## config.mk

```make
export PLATFORM = sky130hd
export DESIGN_NAME = sync_fifo
export DESIGN_NICKNAME = d
export VERILOG_FILES = /design/src/rtl/sync_fifo.sv
export SDC_FILE = /design/constraint.sdc
export NUM_CORES = 1
export LEC_CHECK = 0
export CAP_MARGIN = 20
export CORE_ASPECT_RATIO = 0.75
export CORE_UTILIZATION = 40
export CTS_CLUSTER_SIZE = 8
export DETAILED_ROUTE_END_ITERATION = 6
export SYNTH_ARGS = -nofsm -noshare
export SYNTH_HDL_FRONTEND = slang
export SYNTH_SLANG_ARGS = --single-unit
```

## constraint.sdc

```tcl
create_clock -name clk -period 3.92 [get_ports clk]
set_clock_uncertainty 0.05 [all_clocks]
set_input_delay 0.98 -clock clk [delete_from_list [all_inputs] [get_ports clk]]
set_output_delay 0.98 -clock clk [all_outputs]
set_load 0.1 [all_outputs]
```

## src/rtl/sync_fifo.sv

```systemverilog
// rtl/sync_fifo.sv - single-clock FIFO with registered read data and overflow/underflow flags
// Define SYNC_FIFO_COUNT_EN to add the occupancy output port count.
module sync_fifo #(
  parameter int WIDTH     = 8,
  parameter int DEPTH     = 16,
  parameter int PTR_WIDTH = $clog2(DEPTH)
) (
  input  logic             clk,
  input  logic             rst,
  input  logic [WIDTH-1:0] wdata,
  output logic [WIDTH-1:0] rdata,
  input  logic             wr_en,
  input  logic             rd_en,
  output logic             full,
  output logic             empty,
  output logic             wr_err,
  output logic             rd_err
`ifdef SYNC_FIFO_COUNT_EN
  ,
  output logic [PTR_WIDTH:0] count
`endif
);

  localparam logic [PTR_WIDTH:0] PTR_ONE = {{PTR_WIDTH{1'b0}}, 1'b1};

  logic [WIDTH-1:0]   mem_q [DEPTH];
  logic [PTR_WIDTH:0] wr_ptr_q, wr_ptr_d;
  logic [PTR_WIDTH:0] rd_ptr_q, rd_ptr_d;
  logic [WIDTH-1:0]   rdata_q, rdata_d;
  logic               wr_err_q, wr_err_d;
  logic               rd_err_q, rd_err_d;
  logic               wr_acc, rd_acc;

  // The extra MSB on each pointer tells a full buffer apart from an empty one.
  assign empty = (wr_ptr_q == rd_ptr_q);
  assign full  = (wr_ptr_q[PTR_WIDTH-1:0] == rd_ptr_q[PTR_WIDTH-1:0]) &&
                 (wr_ptr_q[PTR_WIDTH] != rd_ptr_q[PTR_WIDTH]);

  always_comb begin
    wr_acc   = wr_en && !full;
    rd_acc   = rd_en && !empty;
    wr_ptr_d = wr_ptr_q;
    rd_ptr_d = rd_ptr_q;
    rdata_d  = rdata_q;
    wr_err_d = wr_en && full;
    rd_err_d = rd_en && empty;
    if (wr_acc) begin
      wr_ptr_d = wr_ptr_q + PTR_ONE;
    end
    if (rd_acc) begin
      rd_ptr_d = rd_ptr_q + PTR_ONE;
      rdata_d  = mem_q[rd_ptr_q[PTR_WIDTH-1:0]];
    end
  end

  always_ff @(posedge clk or posedge rst) begin
    if (rst) begin
      wr_ptr_q <= '0;
      rd_ptr_q <= '0;
      rdata_q  <= '0;
      wr_err_q <= 1'b0;
      rd_err_q <= 1'b0;
    end else begin
      wr_ptr_q <= wr_ptr_d;
      rd_ptr_q <= rd_ptr_d;
      rdata_q  <= rdata_d;
      wr_err_q <= wr_err_d;
      rd_err_q <= rd_err_d;
    end
  end

  // Storage is deliberately left out of reset.
  always_ff @(posedge clk) begin
    if (wr_acc) begin
      mem_q[wr_ptr_q[PTR_WIDTH-1:0]] <= wdata;
    end
  end

  assign rdata  = rdata_q;
  assign wr_err = wr_err_q;
  assign rd_err = rd_err_q;

`ifdef SYNC_FIFO_COUNT_EN
  assign count = wr_ptr_q - rd_ptr_q;
`endif

endmodule

```

# Word level (Yosys, flattened, before mapping)
# Memory sizes are Yosys's and may differ from the RTL's. A register that Yosys moved wholly into a read port is not among the register bits.
# Cells that the tools add are included.
word_totals:
  output_inout_bits: 12
  word_cells: 19
  memories: 1
  reg_bits: 12
  ram_bits: 128
  inputBits: 12
memory_table:
  columns: ["name", "depth", "word_bits", "read_ports", "rd_ports_with_merged_regs", "write_ports", "line_no", "rtl"]
  rows:
  - ["mem_q", 16, 8, 1, 1, 1, "26", "logic [WIDTH-1:0] mem_q [DEPTH];"]
op_classes:
  eq_ne: 3
  add_sub_neg: 2
  n_reduce_logical: 7
  n_mux: 2
op_table:
  columns: ["op", "n"]
  rows:
  - ["$add 5x1->5 const B", 2]
  - ["$eq 5x5->1", 1]
  - ["$logic_and 1x1->1", 5]
  - ["$eq 4x4->1", 1]
  - ["$logic_not 1->1", 2]
  - ["$mux 1", 2]
  - ["$ne 1x1->1", 1]

# Logic depth before layout (Yosys ltp)
depth:
  ltp_word: 6
  depth_mapped: 7
  depth_no_buf: 4

# Worst setup path before layout
# OpenSTA, ideal clock, no wires.
synth_path:
  kind: "register to output"
  start: "register rd_ptr_q[1]"
  end: "output port empty"
  stages_incl_launch_ff: 5
  required_ns: 2.890
  arrival_ns: 2.314
  setup_slack_ns: 0.576
  path_cell_list: "dfrtp_1 > buf_6 > xnor2_1 > nand4_2 > nor2_1"
synth_between:
  elab_chain_len: 1
synth_rtl:
  columns: ["item", "line_no", "rtl"]
  rows:
  - ["from (decl)", "28", "logic [PTR_WIDTH:0] rd_ptr_q, rd_ptr_d;"]
  - ["from (signal assigned)", "65", "rd_ptr_q <= rd_ptr_d;"]
  - ["$eq 5x5->1", "35", "assign empty = (wr_ptr_q == rd_ptr_q);"]
  - ["to (decl)", "15", "output logic empty,"]
# Every way passes these cells.

# Worst setup path after layout
layout_path:
  start: "register rd_ptr_q[0]"
  end: "output port full"
layout_between:
  elab_chain_len: 2
layout_rtl:
  columns: ["item", "line_no", "rtl"]
  rows:
  - ["$eq 4x4->1", "36", "assign full = (wr_ptr_q[PTR_WIDTH-1:0] == rd_ptr_q[PTR_WIDTH-1:0]) &&"]
  - ["$logic_and 1x1->1", "36", null]
  - ["to (decl)", "14", "output logic full,"]
# Every way passes these cells.

==> metrics <==
critical path peak fanout=22; global route overflow=0; DRT Pass-1 Iters=4; I/O Buffers=23; Mapped Area=0.00602 sq mm; DR vias=roughly 2800; WL final=11900 microns; Worst VDD drop=378 uV; H-tree depth=4; Ports=24; CP startpoint=rd_ptr_q[0]; first-pass GRT wire length=18600 microns; HP Start=rdata[1]; WP data required=approximately 2.9 ns; worst r2r src=rd_ptr_q[0]; yosys warns=0; Initial Util=0.412; proportion of layout cells with a drive suffix above 1=0.231; num rows=38; Final nets=355; Hold Crit Depth=1; CTS Sinks=about 150; Synthesized Nets=325; setup_tns=0 ns; CTS max path bufs=2; CTS resizes=0; clk root buf=clkbuf_16; CTS tree=built; status=completed; sequential fraction of the synthesis area=0.722; achievable frequency=0.299 GHz; DRC Markers=0; max-slew violations=0; Syn Area/Cell=approximately 20 sq um; kind of critical path=flop to output pin; RSZ-0062 raised after global routing=no; Placement Cell Area=0.00643 sq mm; Final Cycle Share=0.854; # setup viols final=0; startpoint types=flop; Rel. slew slack=0.354; number of global-route vias before repair=2921; GPL Wtd Cong=0.779; average wire per standard cell=21.6 microns; area grow syn2layout=15.8%; DRT antenna net count=0; antenna cells=0; worst endpoint data arrival time=2.32 ns; flops & latches, synth=148; Final Cell Area=about 0.0070 sq mm; Register-to-Register Path Depth=4; die height=108 microns; power density cells=802 mW/mm^2; final hold vios=0; Worst-Margin Slew=0.967 ns; DIE AREA=around 0.016 sq mm; leakage=2.41 nW; largest net degree at the start of global routing=44; Initial DRC Count=261; initial antenna violation count=1; CTS Buf Count=17; Hold Path Class=flop to flop; Die X=between 100 and 150 microns; maxcap violations=0; latest clock arrival within the worst-skew pair=0.41 ns; Fillers=1220; GRT Total Usage=0.175; most common cell after layout, fill and taps aside=edfxtp_1; Post-CTS Setup Bufs=0; crit path time final=3.35 ns; clock-pin slew on the worst setup and hold paths=0.06 ns; CP Capture Type=output pin; Core Area=0.0146 sq mm; Cells after Synth=approximately 310; DR vias/cell=roughly 5.2; commonest non-fill, non-tap cells in the layout=128 x edfxtp_1, 24 x mux4_2, 21 x clkdlybuf4s50_1; library cells used by synthesis=33; cts hold-fix bufs=0; hpwl dp=between 7000 and 8000 microns
[report_power, final]
group | switching (mW) | total, mW | leakage [nW] | internal (mW)
combinational | 1.17 | 1.99 | 0.764 | 0.813
sequential | 0.192 | 2.15 | 1.39 | 1.95
clock | 0.637 | 1.45 | 0.251 | 0.816
[per-layer routing]
metal  wire (microns)  global-route usage  vias to the layer above
met2             5140               0.240                       79
met5                0                   0                        -
met3              689              0.0430                        4
met4               57              0.0638                        0
li1                 -                   -                     1310
met1             6020               0.267                     1453
[state kept, by name, summed over array words and instances, names as in the netlist]
name and flops:
mem_q 128, rdata 8, rd_ptr_q 5, wr_ptr_q 5, rd_err 1, wr_err 1
[final timing paths]
path                               endpoint  slack (ns)
worst max-delay path                   full        0.57
worst max register to register  mem_q[7][6]        1.19
worst min-delay path               rdata[1]        0.46
max in group asynchronous       rd_ptr_q[1]        2.29
worst min register to register     rdata[1]        0.46
min in group asynchronous          rdata[3]        0.97
[layout make-up]
cell class	instances	area, sq um	share of cell area
clock buffers	19	433	0.0622
clock inverters	13	101	0.0146
inverters	5	18.8	0.00269
multi-input cells	139	1560	0.224
flip-flops and latches	148	4350	0.624
well taps	200	250	0.0359
repair buffers	27	255	0.0367
[cells in the mapped netlist]
| master | number | area share |
|---|---|---|
| clkbuf_2 | 1 | 0.00083 |
| a21oi_1 | 1 | 0.00083 |
| inv_1 | 5 | 0.0031 |
| mux2i_1 | 16 | 0.027 |
| edfxtp_1 | 128 | 0.64 |
| nor3_1 | 2 | 0.0017 |
| nor2b_1 | 5 | 0.0052 |
| nor2_1 | 4 | 0.0025 |
| and4_1 | 1 | 0.0015 |
| nand2b_1 | 8 | 0.0083 |
| a211oi_1 | 1 | 0.0012 |
| ha_1 | 5 | 0.010 |
| o21ai_4 | 1 | 0.0027 |
| o2111ai_1 | 1 | 0.0015 |
| o211ai_1 | 4 | 0.0050 |
| a221oi_1 | 8 | 0.012 |
| xnor2_1 | 12 | 0.017 |
| buf_2 | 5 | 0.0042 |
| mux2_1 | 1 | 0.0019 |
| and2_1 | 1 | 0.0010 |
| dfrtp_1 | 20 | 0.083 |
| nand4_2 | 1 | 0.0021 |
| mux4_2 | 24 | 0.090 |
| clkbuf_1 | 4 | 0.0025 |
| buf_4 | 1 | 0.0012 |
| nand3_1 | 1 | 0.00083 |
| mux2_2 | 9 | 0.017 |
| buf_6 | 3 | 0.0056 |
| xor2_1 | 2 | 0.0029 |
| and3_1 | 15 | 0.016 |
| buf_1 | 2 | 0.0012 |
| mux2_4 | 8 | 0.020 |
| a22o_1 | 8 | 0.012 |
[through the flow]
stage / util / std cells / hold slack [ns] / setup slack (ns) / total power [mW]
4_1_cts: 0.477 / 551 / 0.466 / 0.559 / 5.64
3_5_place_dp: 0.441 / 519 / 0.448 / 1.01 / 4.18
2_1_floorplan: - / 308 / 0.452 / 0.576 / 3.68
3_3_place_gp: 0.441 / 519 / 0.446 / 1.06 / 4.16
5_1_grt: 0.477 / 551 / 0.483 / 0.454 / 5.86
6_report: 0.477 / 551 / 0.460 / 0.570 / 5.59
[cell families (layout without fill, tap and decap cells)]
logic type / count (synthesis) / after routing / synth area share
fa+ha+maj: 5 / 5 / 0.0104
simple gates: 38 / 38 / 0.0387
mux: 58 / 58 / 0.155
buf+inv: 21 / 64 / 0.0187
flops: 148 / 148 / 0.722
compound gates: 24 / 24 / 0.0345
xor+xnor: 14 / 14 / 0.0204
[critical path, cell delays in order, from the launching register on]
cell	delay, ns
dfrtp_1	0.91
xnor2_1	0.22
nand4_2	0.28
nor2_1	0.18
buf_4	0.31
No activity file was read; power rests on OpenSTA's default activity.
